$ cat src/rtl/control_pkg.sv
// rtl/control_pkg.sv - opcode, ALU-op, pc_src and state encodings for the multicycle control unit
// Purpose: shared constants and the FSM state type used by the control unit and its decoder.
// Ports: none (package).
package control_pkg;

  // Opcodes, instr[15:12]
  localparam logic [3:0] OP_ADD  = 4'b0000;
  localparam logic [3:0] OP_ADDI = 4'b0001;
  localparam logic [3:0] OP_SUB  = 4'b0010;
  localparam logic [3:0] OP_AND  = 4'b0100;
  localparam logic [3:0] OP_ANDI = 4'b0101;
  localparam logic [3:0] OP_OR   = 4'b0110;
  localparam logic [3:0] OP_ORI  = 4'b0111;
  localparam logic [3:0] OP_BEQ  = 4'b1000;
  localparam logic [3:0] OP_LW   = 4'b1001;
  localparam logic [3:0] OP_SW   = 4'b1010;
  localparam logic [3:0] OP_J    = 4'b1011;
  localparam logic [3:0] OP_HALT = 4'b1111;

  // Controle_ALUop codes
  localparam logic [1:0] ALU_ADD = 2'b00;
  localparam logic [1:0] ALU_SUB = 2'b01;
  localparam logic [1:0] ALU_AND = 2'b10;
  localparam logic [1:0] ALU_OR  = 2'b11;

  // pc_src codes
  localparam logic [1:0] PC_NEXT   = 2'b00;
  localparam logic [1:0] PC_BRANCH = 2'b01;
  localparam logic [1:0] PC_JUMP   = 2'b10;

  typedef enum logic [3:0] {
    S_FETCH,
    S_DECODE,
    S_EXEC,
    S_ALU_WB,
    S_MEM_ADDR,
    S_MEM_RD,
    S_MEM_WB,
    S_MEM_WR,
    S_BRANCH,
    S_JUMP,
    S_HALT,
    S_FAULT
  } state_t;

endpackage

$ cat src/rtl/alu_op_decoder.sv
// rtl/alu_op_decoder.sv - combinational opcode to ALU-control and class decoder
// Purpose: classifies an opcode and gives the ALU operation and operand-B select for it.
// Ports:
//   opcode    in  4  instruction opcode
//   alu_op    out 2  ALU operation code
//   alu_src_b out 1  0=register B, 1=immediate
//   is_alu    out 1  register/immediate ALU instruction
//   is_mem    out 1  LW or SW
//   illegal   out 1  opcode not in the instruction set
module alu_op_decoder
  import control_pkg::*;
(
  input  logic [3:0] opcode,
  output logic [1:0] alu_op,
  output logic       alu_src_b,
  output logic       is_alu,
  output logic       is_mem,
  output logic       illegal
);

  always_comb begin
    alu_op    = ALU_ADD;
    alu_src_b = 1'b0;
    is_alu    = 1'b0;
    is_mem    = 1'b0;
    illegal   = 1'b0;
    case (opcode)
      OP_ADD:  is_alu = 1'b1;
      OP_ADDI: begin is_alu = 1'b1; alu_src_b = 1'b1; end
      OP_SUB:  begin is_alu = 1'b1; alu_op = ALU_SUB; end
      OP_AND:  begin is_alu = 1'b1; alu_op = ALU_AND; end
      OP_ANDI: begin is_alu = 1'b1; alu_op = ALU_AND; alu_src_b = 1'b1; end
      OP_OR:   begin is_alu = 1'b1; alu_op = ALU_OR; end
      OP_ORI:  begin is_alu = 1'b1; alu_op = ALU_OR; alu_src_b = 1'b1; end
      OP_BEQ:  alu_op = ALU_SUB;
      // Address computation is A + imm
      OP_LW, OP_SW: begin is_mem = 1'b1; alu_src_b = 1'b1; end
      OP_J, OP_HALT: ;
      default: illegal = 1'b1;
    endcase
  end

endmodule

$ cat src/rtl/control_unit_multiciclo.sv
// rtl/control_unit_multiciclo.sv - multicycle control FSM with memory handshake and wait timeout
// Purpose: sequences fetch/decode/execute for the 8-bit datapath and drives its control strobes.
// Ports:
//   clock, reset            in   clock, synchronous active-high reset
//   instr                   in   instruction word, opcode latched when ir_write=1
//   zero, mem_ready         in   ALU zero flag, memory completion
//   Controle_ALUop, alu_src_b  out  ALU control
//   mem_req, mem_we, instr_fetch  out  memory request interface
//   ir_write, pc_write, pc_src    out  IR / PC control
//   reg_write, mem_to_reg   out  register-file writeback control
//   halted, fault           out  sticky status (absorbing states)
module control_unit_multiciclo
  import control_pkg::*;
#(
  parameter int INSTR_W  = 16,
  parameter int WAIT_MAX = 15
) (
  input  logic               clock,
  input  logic               reset,
  input  logic [INSTR_W-1:0] instr,
  input  logic               zero,
  input  logic               mem_ready,
  output logic [1:0]         Controle_ALUop,
  output logic               alu_src_b,
  output logic               mem_req,
  output logic               mem_we,
  output logic               instr_fetch,
  output logic               ir_write,
  output logic               pc_write,
  output logic [1:0]         pc_src,
  output logic               reg_write,
  output logic               mem_to_reg,
  output logic               halted,
  output logic               fault
);

  // wait_cnt counts earlier waiting cycles, so the current cycle is the last allowed one here
  localparam logic [7:0] WAIT_LAST = 8'(WAIT_MAX - 1);

  state_t     state;
  logic [7:0] wait_cnt;
  logic [3:0] opcode;
  logic [1:0] dec_alu_op;
  logic       dec_src_b;
  logic       dec_is_alu;
  logic       dec_is_mem;
  logic       dec_illegal;
  logic       req_state;
  logic       timeout;
  logic       unused_instr_bits;

  assign unused_instr_bits = ^instr[INSTR_W-5:0];

  alu_op_decoder u_alu_op_decoder (
    .opcode    (opcode),
    .alu_op    (dec_alu_op),
    .alu_src_b (dec_src_b),
    .is_alu    (dec_is_alu),
    .is_mem    (dec_is_mem),
    .illegal   (dec_illegal)
  );

  assign req_state = (state == S_FETCH) || (state == S_MEM_RD) || (state == S_MEM_WR);
  // mem_ready in the last allowed cycle wins over the timeout
  assign timeout   = req_state && !mem_ready && (wait_cnt >= WAIT_LAST);

  always_ff @(posedge clock) begin
    if (reset) begin
      state    <= S_FETCH;
      wait_cnt <= '0;
      opcode   <= OP_ADD;
    end else begin
      if (req_state && !mem_ready && !timeout) wait_cnt <= wait_cnt + 8'd1;
      else                                     wait_cnt <= '0;

      case (state)
        S_FETCH: begin
          if (mem_ready) begin
            opcode <= instr[INSTR_W-1 -: 4];
            state  <= S_DECODE;
          end else if (timeout) begin
            state <= S_FAULT;
          end
        end
        S_DECODE: begin
          if (dec_illegal)          state <= S_FAULT;
          else if (dec_is_alu)      state <= S_EXEC;
          else if (dec_is_mem)      state <= S_MEM_ADDR;
          else if (opcode == OP_BEQ) state <= S_BRANCH;
          else if (opcode == OP_J)   state <= S_JUMP;
          else                       state <= S_HALT;
        end
        S_EXEC:     state <= S_ALU_WB;
        S_ALU_WB:   state <= S_FETCH;
        S_MEM_ADDR: state <= (opcode == OP_SW) ? S_MEM_WR : S_MEM_RD;
        S_MEM_RD: begin
          if (mem_ready)    state <= S_MEM_WB;
          else if (timeout) state <= S_FAULT;
        end
        S_MEM_WB:   state <= S_FETCH;
        S_MEM_WR: begin
          if (mem_ready)    state <= S_FETCH;
          else if (timeout) state <= S_FAULT;
        end
        S_BRANCH:   state <= S_FETCH;
        S_JUMP:     state <= S_FETCH;
        S_HALT:     state <= S_HALT;
        S_FAULT:    state <= S_FAULT;
        default:    state <= S_FAULT;
      endcase
    end
  end

  // Reset forces every output low in the same cycle, even mid-request
  always_comb begin
    Controle_ALUop = ALU_ADD;
    alu_src_b      = 1'b0;
    mem_req        = 1'b0;
    mem_we         = 1'b0;
    instr_fetch    = 1'b0;
    ir_write       = 1'b0;
    pc_write       = 1'b0;
    pc_src         = PC_NEXT;
    reg_write      = 1'b0;
    mem_to_reg     = 1'b0;
    halted         = 1'b0;
    fault          = 1'b0;
    if (!reset) begin
      case (state)
        S_FETCH: begin
          mem_req     = 1'b1;
          instr_fetch = 1'b1;
          ir_write    = mem_ready;
          pc_write    = mem_ready;
        end
        S_EXEC: begin
          Controle_ALUop = dec_alu_op;
          alu_src_b      = dec_src_b;
        end
        S_ALU_WB: begin
          Controle_ALUop = dec_alu_op;
          alu_src_b      = dec_src_b;
          reg_write      = 1'b1;
        end
        S_MEM_ADDR: alu_src_b = 1'b1;
        S_MEM_RD:   mem_req = 1'b1;
        S_MEM_WB: begin
          reg_write  = 1'b1;
          mem_to_reg = 1'b1;
        end
        S_MEM_WR: begin
          mem_req = 1'b1;
          mem_we  = 1'b1;
        end
        S_BRANCH: begin
          Controle_ALUop = ALU_SUB;
          pc_src         = PC_BRANCH;
          pc_write       = zero;
        end
        S_JUMP: begin
          pc_write = 1'b1;
          pc_src   = PC_JUMP;
        end
        S_HALT:  halted = 1'b1;
        S_FAULT: fault  = 1'b1;
        default: ;
      endcase
    end
  end

endmodule

$ cat config.mk
export PLATFORM = sky130hd
export DESIGN_NAME = control_unit_multiciclo
export DESIGN_NICKNAME = d
export VERILOG_FILES = /design/src/rtl/control_pkg.sv /design/src/rtl/alu_op_decoder.sv /design/src/rtl/control_unit_multiciclo.sv
export SDC_FILE = /design/constraint.sdc
export NUM_CORES = 1
export LEC_CHECK = 0
export CAP_MARGIN = 20
export CORE_MARGIN = 2
export CORE_UTILIZATION = 45
export CTS_CLUSTER_SIZE = 10
export DETAILED_ROUTE_END_ITERATION = 10
export PLACE_DENSITY = 0.78
export SLEW_MARGIN = 10
export SYNTH_ARGS = -nofsm -noshare
export SYNTH_HDL_FRONTEND = slang
export SYNTH_HIERARCHICAL = 1
export SYNTH_SLANG_ARGS = --single-unit
$ cat constraint.sdc
create_clock -name clock -period 1.7 [get_ports clock]
set_input_delay 0.255 -clock clock [delete_from_list [all_inputs] [get_ports clock]]
set_output_delay 0.255 -clock clock [all_outputs]
set_load 0.01 [all_outputs]
After elaboration in Yosys (flattened, before gate mapping)
Cells that the tools add are included.
- bitwise gates (word level): 1
- $lt $le $gt $ge: 1
- $add $sub $neg: 1
- mux-type cells: 39
- equal/unequal tests: 22
- reductions and logical operators: 22
- operators by type and width (cell ; number):
    $eq A4 B4 Y1 const B ; 9
    $eq A4 B3 Y1 const B ; 8
    $pmux W4 S8 ; 1
    $mux W4 ; 7
    $mux W1 ; 21
    $reduce_or A2 Y1 ; 7
    $eq A4 B2 Y1 const B ; 3
    $reduce_or A12 Y1 ; 1
    $mux W2 ; 5
    $add A8 B1 Y8 const B ; 1
    $eq A4 B1 Y1 const B ; 2
    $ge A8 B4 Y1 const B ; 1
    $logic_not A4 Y1 ; 2
    $pmux W2 S2 ; 2
    $reduce_or A7 Y1 ; 1
    $pmux W2 S3 ; 1
    $reduce_or A5 Y1 ; 1
    $reduce_or A4 Y1 ; 1
    $logic_and A1 B1 Y1 ; 3
    $pmux W1 S3 ; 1
    $reduce_or A3 Y1 ; 1
    $logic_not A1 Y1 ; 2
    $logic_or A1 B1 Y1 ; 2
    $pmux W1 S2 ; 1
    2 further kinds ; 2
- output and inout bits: 14
- word-level logic and storage cells: 89
- bits of input ports: 20
- register bits after elaboration: 16

Logic depth before layout (Yosys ltp)
- depth in word-level cells: 9
- gate-level depth with buffers: 7
- mapped depth without buffers: 7

Modules after synthesis
Netlist, hierarchy kept.
- by module, submodules not included (module ; sequential area each (sq um) ; cells an instance ; area an instance (sq um) ; instances):
    control_unit_multiciclo ; 320.3 ; 121 ; 952.2 ; 1
    alu_op_decoder ; 0.0 ; 18 ; 110.1 ; 1

Worst setup path before layout
OpenSTA, ideal clock, no wires.
- path kind: register to output
- from: reg state[0]
- to: out pc_write
- stages on the path, launching flop included: 4
- data required time: 1.445 ns
- path slack: 0.148 ns
- arrival time: 1.297 ns
- path buffers: 1
- cells stage by stage: dfxtp_1 -> clkbuf_1 -> o21ai_0 -> a2111oi_0
- longest elaborated chain between the ends: 3
- elaborated cells on any way between the ends: 5
- classes of those cells: 2 x eq/ne; 2 x mux; 1 x reduce/logical
- ends and longest elaborated chain (what ; line ; RTL):
    start: declaration ; control_unit_multiciclo.sv:40 ; state_t state;
    start signal: assignment ; control_unit_multiciclo.sv:95 ; S_MEM_ADDR: state <= (opcode == OP_SW) ? S_MEM_WR : S_MEM_RD;
    $eq A4 B4 Y1 or $logic_not A4 Y1 (tied branches) ; control_unit_multiciclo.sv:129 ; case (state)
    $pmux W1 S3 (*) ; control_unit_multiciclo.sv:129 ;
    $mux W1 (*) ; control_unit_multiciclo.sv:128 ; if (!reset) begin
    end: declaration ; control_unit_multiciclo.sv:29 ; output logic pc_write,
Mark *: on every way between the ends. The rest lies on a longest branch, timed or not.

Final worst setup path
- from: reg opcode[2]
- to: out Controle_ALUop[0]
- longest elaborated chain between the ends: 5
- elaborated cells on any way between the ends: 12
- classes of those cells: 6 x eq/ne; 3 x mux; 3 x reduce/logical
- ends and longest elaborated chain (what ; line ; RTL):
    start: declaration ; control_unit_multiciclo.sv:42 ; logic [3:0] opcode;
    start signal: assignment ; control_unit_multiciclo.sv:79 ; opcode <= instr[INSTR_W-1 -: 4];
    $eq A4 B4 Y1 (tied with other cells) ; alu_op_decoder.sv:27 ; case (opcode)
    $reduce_or A2 Y1 (no source line) ; - ;
    $pmux W2 S3 (*) ; alu_op_decoder.sv:27 ;
    via dec_alu_op[0] ; control_unit_multiciclo.sv:43 ; logic [1:0] dec_alu_op;
    $pmux W2 S2 (*) ; control_unit_multiciclo.sv:129 ;
    $mux W2 (*) ; control_unit_multiciclo.sv:128 ;
    end: declaration ; control_unit_multiciclo.sv:23 ; output logic [1:0] Controle_ALUop,
Mark *: on every way through the listed nets, which the timed path passes. The rest lies on a longest branch.

==> results.sh <==
export IMPL_synth_largest_area_cell="dfxtp_1"
export IMPL_grt_pass1_wl_um=4860
export IMPL_rsz0062_at_grt="true"
export IMPL_startpoint_type="flop"
export IMPL_synth_edf_count=0
export IMPL_fp_dieArea_um2=2770
export IMPL_grt_pass1_vias=1138
export IMPL_vias=1159
export IMPL_finalPower_w=0.00169
export IMPL_drive_above_1_share=0.339
export IMPL_crit_chain="nand2b_2 > o32ai_2 > and3_1 > a21oi_1 > nor3_1 > buf_2"
export IMPL_clkTransAtPathRegs_ns=0.09
export IMPL_slew_violations=0
export IMPL_path_max_fanout=4
export IMPL_io_pins=34
export IMPL_viasPerCell=5.42
export IMPL_netlist_area_um2=1060
export IMPL_clk_latency_ns=0.28
export IMPL_hold_path_class="in2reg"
export IMPL_synth_cell_types=44
export IMPL_drc_errors=0
export IMPL_synth_top_area_share=0.302
export IMPL_seq_area_frac_synth=0.302
export IMPL_ctsRootBufferMaster="clkbuf_4"
export IMPL_status="finished, violations left"
export IMPL_num_antenna_cells=0
export IMPL_cts_htree_levels=1
export IMPL_fin_tns_setup_ns=-0.0897
export IMPL_avgSynthCellArea_um2=7.64
export IMPL_worstSetupPathType="reg2out"
export IMPL_ctsLongestPathBuffers=2
export IMPL_multiInputGateArea_um2=734
export IMPL_ff_latch_area_um2=329
export IMPL_layout_min_cycle_time_ns=1.77
export IMPL_wl_per_cell_um=13.9
export IMPL_maxCapViolations=0
export IMPL_violations="setup timing"
export IMPL_worstPathArrival_ns=1.51
export IMPL_die_w_um=52.6
export IMPL_netlist_instances=139
export IMPL_cts_buffers=3
export IMPL_slowest_stage="dfxtp_2"
export IMPL_cp_data_required_time_ns=1.44
export IMPL_crit_family="simple AND/OR/NAND/NOR gates"
export IMPL_cts_hold_buf=0
export IMPL_first_pass_iters=4
export IMPL_skew_ns=0.00520
export IMPL_grt_ovfl_total=0
export IMPL_syn_to_final_growth_pct=45.3
export IMPL_fin_crit_sh=1.04
export IMPL_drt_initial_drc_count=31
export IMPL_core_area_um2=2210
export IMPL_cts_sinks=16
export IMPL_setup_slack_ns=-0.0656
export IMPL_async_flop_share=0
export IMPL_crit_path_max_incr_delay_ns=0.35
export IMPL_die_y_um=52.6
export IMPL_ant_nets=0
export IMPL_cp_end_kind="primary output"
export IMPL_port_buffers=21
export IMPL_antenna_found_initial=0
export IMPL_synth_area_top_cells="dfxtp_1 30%, nor2_1 11%, mux2i_1 3.8%"
export IMPL_start_util=0.480
export IMPL_grt_usage=0.236
export IMPL_num_rows=17
export IMPL_final_fill_count=180
export IMPL_ys_flop_type="dfxtp_1"
export IMPL_nets=209
export IMPL_routed_wl_um=2970
export IMPL_hold_viol=0
export IMPL_setup_viol=2
export IMPL_gp_congestion=0.834
export IMPL_cp_num_buf_inv=1
export IMPL_grt_start_max_net_pins=10
export IMPL_p_per_area_nw_per_um2=1090
export IMPL_fmax_mhz=566
export IMPL_ys_ff_latch=16
export IMPL_cts_tree="built"
export IMPL_yosys_warnings=6
export IMPL_dp_hpwl_um=2130
export IMPL_leakagePower_nw=0.682
export IMPL_ir_drop_mv=0.728
cells in the final DEF (no fill, tap or decap), types with 3 or more instances in the layout:
cell type and instances:
conb_1 3, inv_1 4, o21ai_1 3, nand3_1 7, nor2_2 3, buf_4 27
a31oi_1 3, dfxtp_2 4, clkdlybuf4s15_2 3, nand2_1 8, and3_1 4, dlygate4sd2_1 5
dfxtp_1 11, buf_2 5, a21oi_1 4, clkbuf_4 3, clkdlybuf4s50_1 6, nor3_1 4
nor2_1 27, xnor2_1 4, mux2i_1 4
through the flow:
stage / worst slack (ns) / area, um2 / utilization / cells / hold WS, ns
3_3_place_gp: -0.363 / 1460 / 0.661 / 207 / 0.447
5_1_grt: -0.211 / 1540 / 0.698 / 214 / 0.485
6_report: -0.0656 / 1540 / 0.698 / 214 / 0.476
3_5_place_dp: -0.430 / 1460 / 0.661 / 207 / 0.461
2_1_floorplan: 0.148 / 1070 / - / 141 / 0.399
4_1_cts: -0.0660 / 1510 / 0.682 / 213 / 0.505
cells by family (layout without fill, tap and decap cells):
group	after synthesis	count (layout)	share of synthesized area
AND/OR/NAND/NOR	70	70	0.340
AO/OA/AOI/OAI	28	28	0.191
flip-flops	16	16	0.302
buffers and inverters	12	57	0.0530
XOR/XNOR	6	6	0.0495
multiplexers	4	4	0.0377
adder cells (fa/ha/maj)	2	2	0.0236
other	1	3	0.00353
worst reg2reg max path: stages (launching register included):
cell and delay [ns]:
dfxtp_2 0.35, buf_4 0.13, buf_4 0.14, or2_0 0.24, o21ai_2 0.19, nor2_1 0.06
a31oi_1 0.15, o22ai_1 0.11, o311a_1 0.13
what timing repair did:
| action | 4_1_cts | 5_1_grt |
|---|---|---|
| hold endpoints to repair | 0 | 0 |
| endpoints found under the setup margin | 14 | 12 |
| pin swaps | 4 | 4 |
| buffers inserted | 2 | 1 |
| gates resized for setup | 46 | 13 |
final timing paths:
path / from / endpoint / slack (ns) / cells after the start
worst max-delay path: opcode[2] / Controle_ALUop[0] / -0.07 / 6
worst min-delay path: reset / state[2] / 0.48 / 4
worst max register to register: opcode[2] / state[2] / 0.08 / 8
worst min register to register: wait_cnt[0] / wait_cnt[0] / 0.50 / 1
cell usage after synthesis (2+ instances only):
cell type	number
o31ai_1	2
xor2_1	2
buf_2	3
a21oi_1	4
nor4_1	2
and2_1	2
o22ai_1	2
nor3_1	5
inv_1	4
mux2i_1	4
o21ai_1	3
o21ai_0	3
xnor2_1	4
nor2_1	30
nand2_1	8
and3_1	4
ha_1	2
nand3_1	8
clkbuf_1	4
dfxtp_1	16
a31oi_1	3
o211ai_1	2
registers in the layout, indices dropped and copies added, names as in the netlist:
signal and cells:
opcode 4, state 4, wait_cnt 8
routing by layer:
metal | global-route usage | vias to the layer above | part of all wire | routed length (um)
li1 | - | 582 | - | -
met1 | 0.274 | 535 | 0.40 | 1180
met4 | 0.0897 | 0 | 0.020 | 59
met2 | 0.431 | 32 | 0.54 | 1610
met3 | 0.0314 | 10 | 0.039 | 116
met5 | 0 | - | 0 | 0
power breakdown:
part / switching [W] / total, W / internal, W
clock: 0.000117 / 0.000248 / 0.000130
combinational: 0.000469 / 0.000941 / 0.000472
sequential: 0.0000626 / 0.000501 / 0.000438
total: 0.000649 / 0.00169 / 0.00104
area by class of cell:
type                            count  area share
Sequential cell                    16       0.213
Clock buffer                        4      0.0235
Multi-Input combinational cell    113       0.476
Timing Repair Buffer               49       0.255
Tap cell                           28      0.0227
Inverter                            4     0.00972
Power figures use the tool's default switching activity.
